[src/rtl/nerv_loader_pkg.sv]
// nerv_loader_pkg: shared states, word size and byte-lane mask for the NERV boot loader
package nerv_loader_pkg;
    typedef enum logic [2:0] {COLLECT, WRITE, READ, CHECK, DONE, ERROR} loader_state_t;
    localparam int DMEM_WORD_BYTES = 4;
    function automatic logic [31:0] lane_mask(input logic [3:0] strb);
        return {{8{strb[3]}}, {8{strb[2]}}, {8{strb[1]}}, {8{strb[0]}}};
    endfunction
endpackage

[src/rtl/nerv_loader_pack.sv]
// nerv_loader_pack: packs accepted bytes little-endian into a word with strobes and a last flag
module nerv_loader_pack
    import nerv_loader_pkg::*;
(
    input  logic        clock,
    input  logic        resetn,
    input  logic        accept,
    input  logic [7:0]  in_data,
    input  logic        in_last,
    output logic        word_done,
    output logic [31:0] wdata,
    output logic [3:0]  wstrb,
    output logic        last
);
    logic [1:0] lane;
    assign word_done = accept && (lane == 2'(DMEM_WORD_BYTES - 1) || in_last);
    // Lane 0 starts a fresh word so bytes and strobes of the previous word never leak in
    always_ff @(posedge clock or negedge resetn)
        if (!resetn) begin
            lane  <= '0;
            wdata <= '0;
            wstrb <= '0;
            last  <= 1'b0;
        end else if (accept) begin
            lane  <= word_done ? 2'd0 : lane + 2'd1;
            wdata <= (lane == 2'd0 ? 32'd0 : wdata) | (32'(in_data) << {lane, 3'b000});
            wstrb <= (lane == 2'd0 ? 4'd0 : wstrb) | (4'd1 << lane);
            last  <= in_last;
        end
endmodule

[src/rtl/nerv_loader.sv]
// nerv_loader: streams a byte image into NERV data memory; NERV_LOADER_VERIFY_EN adds read-back verify
module nerv_loader
    import nerv_loader_pkg::*;
#(
    parameter logic [31:0] BASE_ADDR = 32'h0000_0000,
    parameter int          MAX_WORDS = 16384
) (
    input  logic        clock,
    input  logic        resetn,
    input  logic        stall,
    input  logic        in_valid,
    input  logic [7:0]  in_data,
    input  logic        in_last,
    output logic        in_ready,
    output logic        dmem_valid,
    output logic [31:0] dmem_addr,
    output logic [3:0]  dmem_wstrb,
    output logic [31:0] dmem_wdata,
    input  logic [31:0] dmem_rdata,
    output logic        cpu_reset,
    output logic        done,
    output logic        error,
    output logic [14:0] word_count
);
    loader_state_t state, state_d;
    logic          word_done, last;
    logic [31:0]   wdata;
    logic [3:0]    wstrb;
    logic [14:0]   word_idx;
    nerv_loader_pack u_pack (
        .clock     (clock),
        .resetn    (resetn),
        .accept    (in_valid && in_ready),
        .in_data   (in_data),
        .in_last   (in_last),
        .word_done (word_done),
        .wdata     (wdata),
        .wstrb     (wstrb),
        .last      (last)
    );
`ifndef NERV_LOADER_VERIFY_EN
    logic unused_rdata;
    assign unused_rdata = ^dmem_rdata;
`endif
    // READ revisits the word just committed, whose count has already advanced
    assign word_idx   = state == READ ? word_count - 15'd1 : word_count;
    assign dmem_addr  = BASE_ADDR + {15'd0, word_idx, 2'b00};
    assign dmem_wstrb = state == WRITE ? wstrb : 4'd0;
    assign dmem_wdata = wdata;
    assign dmem_valid = state == WRITE || state == READ;
    assign in_ready   = state == COLLECT;
    assign done       = state == DONE;
    assign error      = state == ERROR;
    assign cpu_reset  = state != DONE;
    // State register and committed-word counter
    always_ff @(posedge clock or negedge resetn)
        if (!resetn) begin
            state      <= COLLECT;
            word_count <= '0;
        end else begin
            state <= state_d;
            if (state == WRITE && !stall) word_count <= word_count + 15'd1;
        end
    // Next-state: capacity is checked before a word ever reaches the bus
    always_comb begin
        state_d = state;
        case (state)
            COLLECT: if (word_done) state_d = word_count == 15'(MAX_WORDS) ? ERROR : WRITE;
`ifdef NERV_LOADER_VERIFY_EN
            WRITE:   if (!stall) state_d = READ;
            READ:    if (!stall) state_d = CHECK;
            CHECK:   state_d = |((dmem_rdata ^ wdata) & lane_mask(wstrb)) ? ERROR : last ? DONE : COLLECT;
`else
            WRITE:   if (!stall) state_d = last ? DONE : COLLECT;
`endif
            default: ;
        endcase
    end
endmodule
[config.mk]
export PLATFORM = sky130hd
export DESIGN_NAME = nerv_loader
export DESIGN_NICKNAME = d
export VERILOG_FILES = /design/src/rtl/nerv_loader_pkg.sv /design/src/rtl/nerv_loader_pack.sv /design/src/rtl/nerv_loader.sv
export SDC_FILE = /design/constraint.sdc
export NUM_CORES = 1
export LEC_CHECK = 0
export CORE_MARGIN = 2
export CORE_UTILIZATION = 36
export DETAILED_ROUTE_END_ITERATION = 16
export PLACE_DENSITY = 0.82
export RECOVER_POWER = 50
export SYNTH_ARGS = -nofsm -noshare
export SYNTH_HDL_FRONTEND = slang
export SYNTH_SLANG_ARGS = --single-unit
[constraint.sdc]
create_clock -name clock -period 1.5 [get_ports clock]
set_clock_uncertainty 0.15 [all_clocks]
set_input_delay 0.225 -clock clock [delete_from_list [all_inputs] [get_ports clock]]
set_output_delay 0.225 -clock clock [all_outputs]
set_load 0.02 [all_outputs]
==> flow_metrics.tcl, run 1 <==
set metrics [dict create \
    grt_antenna_before_repair 0 \
    ys_seq_elements 56 \
    root_buffer "clkbuf_8" \
    totalWireLength_um 7221 \
    leakage_uw 0.002055 \
    slew-limit-headroom_pct 50.71 \
    hold_violations 0 \
    ctsHtreeMaxLevel 2 \
    dp_hpwl_um 4655 \
    ys_seq_area_share_pct 54.79 \
    setup_violations 58 \
    overflow 0 \
    outcome "finished, violations left" \
    fin_crit_ns 1.709 \
    cts.path.max_buffers 2 \
    cp_max_fo 6 \
    yosys_warnings 0 \
    antenna_left 0 \
    path_class "reg -> out" \
    nNetsFinal 389 \
    via_count 2133 \
    drive_gt1_share_pct 36.95 \
    arrival_ns 1.33 \
    gp_congestion 0.7982 \
    cp.required_ns 1.12 \
    first_pass_iters 4 \
    post-route-period-util_pct 114.0 \
    min_from "in_last" \
    end_kind "primary output" \
    numPortBuffers 83 \
    r2r_setup_slack_ns -0.15 \
    core_um2 6832 \
    num_rows 30 \
    max_freq_ghz 0.5850 \
    ioPinCount 133 \
    drcViolationCount 0 \
    area_growth_pct 59.69 \
    violations "negative setup slack" \
    cp-start-kind "flop" \
    grt_setup_unrepaired "true" \
    drtIter0Drc 74 \
    n_antenna_cell 0 \
    die_h_um 88.29 \
    n_fill_cell 541 \
    synth_cells 216 \
    reg2reg_from "state[2]" \
    clkSlewWorstSetupHoldPaths_ns 0.10 \
    tightest_slew_ns 0.7394 \
    multiInputGateArea_um2 1240 \
    ir_drop_uv 643.9 \
    cts_tree "yes" \
    crit_top_cell "buf_6" \
    grt_pass1_wl_um 10950 \
    dieArea_um2 7794 \
    die_x_um 88.29 \
    viasPerCell 4.881 \
    power_uw 7721 \
    place_ws_ns -0.3097 \
    hp-class "in -> reg" \
    netlist_area_um2 2557 \
    layout.area.seq_um2 1410 \
    maxCapViolCount 0 \
    crit_chain "nor2b_4 > buf_6 > and2_4 > buf_6" \
    floorplan.initialDensity_pct 37.44 \
    drv_slew 0 \
    grt_usage_pct 18.26 \
    crit_start "state[2]" \
    grt_pass1_vias 2151 \
    ys_types 27 \
    syn_area_per_cell_um2 11.84 \
    cpMaxStageDelayCell "dfrtp_2" \
    wl_per_cell_um 16.52 \
    clock_latency_ns 0.31 \
    fin_ws_ns -0.2094 \
    powerDensity_nw_per_um2 1891 \
    numClockSinks 56 \
    grt_max_degree 57 \
    slowest_delay_ns 0.44 \
    cts_buffers 5 \
]
-- where the power goes --
group	internal, uW	switching [uW]
clock	377	496
combinational	2110	2320
sequential	2010	403
total	4500	3220
-- registers in the layout, summed over array words and instances, names as in the netlist, named ones only --
name and flops:
u_pack.lane 2, u_pack.wstrb 2, u_pack.wdata 32, state 2, word_count 15, u_pack.last 1
-- cells in the final DEF (no fill, tap or decap), drive strengths merged, types with 6 or more instances in the layout --
master / count
nand2: 16
inv: 6
nand4: 6
clkbuf: 12
dlygate4sd2: 44
clkdlybuf4s15: 10
nor2: 6
a22o: 33
nor3: 7
and2: 6
buf: 62
clkdlybuf4s50: 11
xnor2: 12
dfrtp: 56
conb: 17
-- routing by layer --
metal / track usage [%] / up-vias / wire length (um)
met2: 32.13 / 57 / 3812
met1: 22.79 / 1092 / 2970
met4: 6.336 / 0 / 162
li1: - / 972 / -
met5: 0 / - / 0
met3: 2.985 / 12 / 275
-- synthesized netlist by cell type (all sizes together) --
| cell type | instances | area [um2] |
|---|---|---|
| nor2b | 2 | 12.51 |
| and4 | 3 | 26.28 |
| nand2 | 11 | 48.80 |
| nand3 | 5 | 25.02 |
| a22o | 33 | 289.0 |
| nor4 | 2 | 12.51 |
| conb | 1 | 3.750 |
| nor3b | 4 | 40.03 |
| buf | 37 | 275.3 |
| nand2b | 4 | 25.02 |
| xnor2 | 12 | 105.1 |
| o21ai | 5 | 25.02 |
| ha | 4 | 50.05 |
| nand4 | 6 | 37.54 |
| a21oi | 2 | 10.01 |
| and2 | 6 | 37.54 |
| and3 | 2 | 12.51 |
| nor3 | 7 | 55.05 |
| inv | 6 | 22.52 |
| nor2 | 6 | 25.03 |
| xor2 | 2 | 17.52 |
| dfrtp | 56 | 1401 |
-- critical path, delay by kind of cell, from the launching register on --
family	cells	cell delay, ns
buffers and inverters	2	0.24
flip-flops	1	0.44
AND/OR/NAND/NOR	2	0.34
-- logic make-up after synthesis --
| family | share of synthesized area, % |
|---|---|
| buffers and inverters | 11.64 |
| other | 0.1466 |
| and+or+nand+nor | 13.99 |
| DFF | 54.79 |
| adders and majority gates | 1.957 |
| xor gates and xnor gates | 4.795 |
| AOI/OAI and AO/OA | 12.67 |
-- through the flow --
step | hold WS, ns | cells | instance area (um2) | setup TNS (ns) | util [%]
CTS | 0.3006 | 432 | 3931 | -4.386 | 57.55
global placement | 0.09526 | 405 | 3588 | -7.968 | 52.53
detailed placement | 0.09716 | 405 | 3588 | -8.828 | 52.53
global route | 0.3529 | 437 | 4084 | -7.938 | 59.78
finish | 0.3410 | 437 | 4084 | -5.332 | 59.78
floorplan | -0.2206 | 232 | 2688 | -2.428 | -
-- final cells by class --
type | count | share of cell area, %
clock inverter | 1 | 0.1838
inverter | 6 | 0.5515
clock buffer | 7 | 2.114
sequential | 56 | 34.53
multi-input combinational | 138 | 30.36
tap | 96 | 2.941
timing repair buffer | 133 | 29.32
-- worst paths after layout --
| check | cells past startpoint | end |
|---|---|---|
| max | 4 | dmem_wstrb[2] |
| min | 3 | u_pack.last |
| max reg2reg | 5 | word_count[14] |
| min reg2reg | 2 | u_pack.last |
| max in group asynchronous | 3 | word_count[6] |
| min in group asynchronous | 3 | word_count[0] |
-- repair_timing --
action,in CTS,in global routing
hold buffers,1,0
resized for setup,169,44
cloned,6,0
pin swaps,26,9
setup buffers,12,5
endpoints found under the setup margin,119,71
hold endpoints to repair,56,0
Power figures use the tool's default switching activity.
==> inputs of run 2 (changes only) <==
--- a/config.mk
+++ b/config.mk
@@ -8,6 +8,7 @@
 export CORE_MARGIN = 2
 export CORE_UTILIZATION = 36
 export DETAILED_ROUTE_END_ITERATION = 16
+export MAX_ROUTING_LAYER = met4
 export PLACE_DENSITY = 0.82
 export RECOVER_POWER = 50
 export SYNTH_ARGS = -nofsm -noshare
==> run 2 against run 1 <==
- the flow still finishes with violations (negative setup slack)
- register-to-register slack hardly changed
- maximum frequency is 0.74% higher
- final cell count stayed put
- via count is 1.4% higher
- critical path depth stayed put
- power is 0.11% lower
- combinational power hardly changed
- global-route usage is 0.51 points higher
- flip-flop and latch count stayed put
- sequential share of layout area stayed put
- sequential power hardly changed
- largest cell class unchanged
- highest routed layer unchanged
==> flow_metrics.tcl, run 2 (synthesized netlist as in run 1, its figures left out) <==
set metrics [dict create \
    reg.largest.list "u_pack.wdata (32), word_count (15)" \
    drv_slew 0 \
    maxCapViolCount 0 \
    powerDensity_nw_per_um2 1889 \
    wl_per_cell_um 16.55 \
    setup_violations 59 \
    tightest_slew_ns 0.7465 \
    dieArea_um2 7794 \
    tns_ns -5.279 \
    drtIter0Drc 86 \
    netSwitchingPower_uw 3212 \
    cp.required_ns 1.12 \
    largest-register "u_pack.wdata" \
    nNetsFinal 389 \
    cp-start-kind "flop" \
    antenna_left 0 \
    p_int_uw 4501 \
    layout_common_cells "49 x dfrtp_1, 44 x dlygate4sd2_1, 33 x a22o_1" \
    grt_setup_unrepaired "true" \
    area_growth_pct 59.69 \
    cts.path.max_buffers 2 \
    grt_max_degree 57 \
    ctsHtreeMaxLevel 2 \
    n_antenna_cell 0 \
    arrival_ns 1.32 \
    fin_crit_ns 1.697 \
    leakage_uw 0.002056 \
    hp-class "reg -> reg" \
    final_common_cell "dfrtp_1" \
    final_cell_area_um2 4084 \
    grt_usage_pct 18.77 \
    floorplan.initialDensity_pct 37.44 \
    n_fill_cell 541 \
    power_frac_seq_pct 31.3 \
    ioPinCount 133 \
    via_count 2162 \
    cts_buffers 5 \
    numClockSinks 56 \
    grt_pass1_vias 2150 \
    core_um2 6832 \
    cp_max_fo 6 \
    cts_tree "yes" \
    totalWireLength_um 7231 \
    first_pass_iters 4 \
    combPwrFrac_pct 57.4 \
    clock_latency_ns 0.31 \
    slew-limit-headroom_pct 50.23 \
    drive_gt1_share_pct 36.66 \
    die_x_um 88.29 \
    root_buffer "clkbuf_8" \
    switching_share_pct 41.64 \
    clkSlewWorstSetupHoldPaths_ns 0.10 \
    dpl_cell_area_um2 3588 \
    dp_hpwl_um 4655 \
    post-route-util_pct 59.78 \
    num_rows 30 \
    max_freq_ghz 0.5893 \
    gp_congestion 0.8096 \
    viasPerCell 4.947 \
    outcome "finished, violations left" \
    whs_ns 0.3550 \
    die_h_um 88.29 \
    ir_drop_uv 641.9 \
    hold_violations 0 \
    post-route-period-util_pct 113.1 \
    path_class "reg -> out" \
    fin_ws_ns -0.1968 \
    grt_pass1_wl_um 10950 \
    overflow 0 \
    numPortBuffers 83 \
    largest_reg_flops 32 \
    violations "negative setup slack" \
    end_kind "primary output" \
    drcViolationCount 0 \
    power_frac_clock_pct 11.3 \
    grt_antenna_before_repair 0 \
]
-- run 2: layout make-up --
type	count	area, um2	share of cell area, %
well taps	96	120.1	2.941
inverters	6	22.52	0.5515
flip-flops and latches	56	1410	34.53
clock inverters	1	7.507	0.1838
multi-input cells	138	1240	30.36
repair buffers	133	1197	29.32
clock buffers	7	86.33	2.114
-- run 2: final timing paths --
path	from	end	slack, ns	cells past startpoint
max	state[2]	dmem_wstrb[2]	-0.20	4
min	u_pack.wstrb[0]	u_pack.wstrb[0]	0.36	1
max reg2reg	state[2]	word_count[14]	-0.15	5
min reg2reg	u_pack.wstrb[0]	u_pack.wstrb[0]	0.36	1
max in group asynchronous	resetn	word_count[6]	0.19	3
min in group asynchronous	resetn	word_count[0]	0.48	3
-- run 2: power groups by stage --
stage | Sequential [uW] | Combinational (uW) | Clock, uW
CTS | 2400 | 4050 | 880
global placement | 2400 | 3560 | 0
global route | 2460 | 4680 | 938
finish | 2410 | 4430 | 868
detailed placement | 2430 | 3640 | 0
floorplan | 2910 | 1500 | 0
-- run 2: worst max-delay path, cell delays in order (launching register included) --
cell	delay, ns
dfrtp_2	0.44
nor2b_4	0.20
buf_6	0.12
and2_4	0.13
buf_6	0.11
-- run 2: through the flow --
| stage | worst slack, ns | total power, uW | std cells |
|---|---|---|---|
| floorplan | -0.08846 | 4401 | 232 |
| global placement | -0.2895 | 5952 | 405 |
| detailed placement | -0.3097 | 6067 | 405 |
| CTS | -0.1901 | 7333 | 432 |
| global route | -0.2315 | 8074 | 437 |
| finish | -0.1968 | 7713 | 437 |
-- run 2: routing by layer --
metal,GRT usage [%],share of wire [%],wire [um],vias to the layer above
li1,-,-,-,971
met1,22.79,41,2967,1108
met2,32.26,53,3803,67
met3,2.519,3.8,274,16
met4,6.336,2.6,186,0
met5,-,0,0,-
-- run 2: timing repair --
item	4_1_cts	5_1_grt
endpoints found under the setup margin	119	70
pin swaps	26	9
endpoints found under the hold margin	56	0
gates cloned	6	0
hold buffers	1	0
gates resized for setup	169	43
setup buffers	12	5
==> inputs of run 3 (changes only) <==
--- a/config.mk
+++ b/config.mk
@@ -5,6 +5,7 @@
 export SDC_FILE = /design/constraint.sdc
 export NUM_CORES = 1
 export LEC_CHECK = 0
+export CORE_ASPECT_RATIO = 2
 export CORE_MARGIN = 2
 export CORE_UTILIZATION = 36
 export DETAILED_ROUTE_END_ITERATION = 16
==> run 3 against run 2 <==
- the flow still finishes with violations (negative setup slack)
- clock power grew 53%
- critical path depth rose by 1
- setup slack better by 0.024 ns
- register-to-register slack lost 0.02 ns
- combinational power about the same
- non-clock buffer count stayed put
- sequential power barely moved
- highest routed layer unchanged
==> flow_metrics.tcl, run 3 (synthesized netlist as in run 1, its figures left out) <==
set metrics [dict create \
    ctsHtreeMaxLevel 2 \
    crit_chain "buf_6 > nor3b_4 > and4_4 > nor3b_2 > xor2_1" \
    clkSlewWorstSetupHoldPaths_ns 0.07 \
    reg2reg_depth 5 \
    end_kind "flop" \
    violations "negative setup slack" \
    drcViolationCount 0 \
    antenna_left 0 \
    dieArea_um2 7835 \
    final_cells 431 \
    root_buffer "clkbuf_16" \
    powerDensity_nw_per_um2 1963 \
    setup_violations 63 \
    overflow 0 \
    r2r-end "word_count[14]" \
    hp-class "reg -> reg" \
    hold_depth 1 \
    n_antenna_cell 0 \
    grt_pass1_vias 2254 \
    fin_ws_ns -0.1729 \
    totalWireLength_um 7299 \
    outcome "finished, violations left" \
    drtIter0Drc 102 \
    ioPinCount 133 \
    largest_reg_flops 32 \
    numPortBuffers 83 \
    numClockSinks 56 \
    die_x_um 63.60 \
    final_common_cell "dlygate4sd2_1" \
    cp_max_fo 5 \
    post-route-period-util_pct 111.5 \
    min_from "u_pack.wstrb[0]" \
    dpl_cell_area_um2 3641 \
    grt_usage_pct 19.29 \
    core_um2 6887 \
    hold_violations 0 \
    dp_hpwl_um 4764 \
    tightest_slew_ns 0.7506 \
    grt_pass1_wl_um 11250 \
    slowest_delay_ns 0.43 \
    gp_congestion 0.7804 \
    num_rows 43 \
    first_pass_iters 6 \
    wl_per_cell_um 16.94 \
    cpLargestDelayFamily "simple AND/OR/NAND/NOR gates" \
    final_cell_area_um2 4161 \
    fin_crit_ns 1.673 \
    cp.required_ns 1.57 \
    ir_drop_uv 1152 \
    slew-limit-headroom_pct 49.96 \
    place_ws_ns -0.3079 \
    largest-register "u_pack.wdata" \
    viasPerCell 5.035 \
    drv_slew 0 \
    dpl.cell_count 402 \
    maxCapViolCount 0 \
    leakage_uw 0.002151 \
    max_freq_ghz 0.5978 \
    arrival_ns 1.74 \
    cp-start-kind "flop" \
    layout_common_cells "55 x dlygate4sd2_1, 51 x dfrtp_1, 36 x buf_4" \
    cts.path.max_buffers 2 \
    grt_max_degree 57 \
    cts_tree "yes" \
    grt_setup_unrepaired "true" \
    clock_latency_ns 0.29 \
    r2r_setup_slack_ns -0.17 \
    path_buf_inv 1 \
    drive_gt1_share_pct 36.66 \
    area_growth_pct 62.72 \
    path_class "reg -> reg" \
    nNetsFinal 389 \
    floorplan.initialDensity_pct 37.14 \
    cpMaxStageDelayCell "dfrtp_2" \
    hold_end "u_pack.wstrb[0]" \
    via_count 2170 \
    reg2reg_from "state[2]" \
    die_h_um 123.2 \
    reg.largest.list "u_pack.wdata (32), word_count (15)" \
    grt_antenna_before_repair 0 \
    cts_buffers 5 \
]
## run 3: how the worst max path moves through the flow
stage | end | start | slack [ns] | cells after the start
floorplan | u_pack.wdata[12] | state[0] | -0.09 | 6
global placement | word_count[14] | stall | -0.25 | 5
detailed placement | word_count[14] | stall | -0.31 | 5
CTS | dmem_wstrb[2] | state[0] | -0.23 | 3
global route | word_count[14] | state[2] | -0.25 | 5
finish | word_count[14] | state[2] | -0.17 | 5
## run 3: timing repair
| item | 4_1_cts | 5_1_grt |
|---|---|---|
| resized for setup | 144 | 51 |
| hold endpoints to repair | 56 | 0 |
| hold buffers | 1 | 0 |
| cloned | 6 | 0 |
| endpoints found under the setup margin | 119 | 68 |
| buffers inserted | 13 | 1 |
| pin swaps | 16 | 15 |
## run 3: area by class of cell
| type | count | area (um2) |
|---|---|---|
| Clock buffer | 5 | 125.1 |
| Clock inverter | 3 | 47.55 |
| Fill cell | 607 | 2725 |
| Inverter | 6 | 25.02 |
| Multi-Input combinational cell | 138 | 1241 |
| Sequential cell | 56 | 1408 |
| Tap cell | 90 | 112.6 |
| Timing Repair Buffer | 133 | 1202 |
## run 3: layer usage
layer / track usage [%] / wire [um]
met1: 18.58 / 2404
met2: 36.97 / 4223
met3: 2.275 / 395
met4: 9.783 / 275
met5: - / 0
## run 3: where the power goes
part / internal (uW) / leakage [uW] / switching, uW / total (uW)
Sequential: 2010 / 0.000728 / 387 / 2400
Combinational: 2110 / 0.00134 / 2330 / 4440
Clock: 794 / 0.0000840 / 538 / 1330
Total: 4910 / 0.00215 / 3260 / 8170
## run 3: worst reg2reg max path: cells and delay by family (launching register included)
kind | cells | cell delay (ns)
buf+inv | 1 | 0.14
simple gates | 3 | 0.72
flops | 1 | 0.43
xor+xnor | 1 | 0.16
## run 3: stage by stage
step / utilization (%) / hold WS (ns) / TNS, ns / power, uW
after floorplan: - / -0.2206 / -2.428 / 4401
after global placement: 52.87 / 0.09313 / -9.022 / 6039
after detailed placement: 52.87 / 0.1030 / -11.61 / 6137
after CTS: 58.87 / 0.3233 / -4.750 / 7965
after global routing: 60.43 / 0.3750 / -8.600 / 8565
final: 60.43 / 0.3356 / -6.429 / 8168
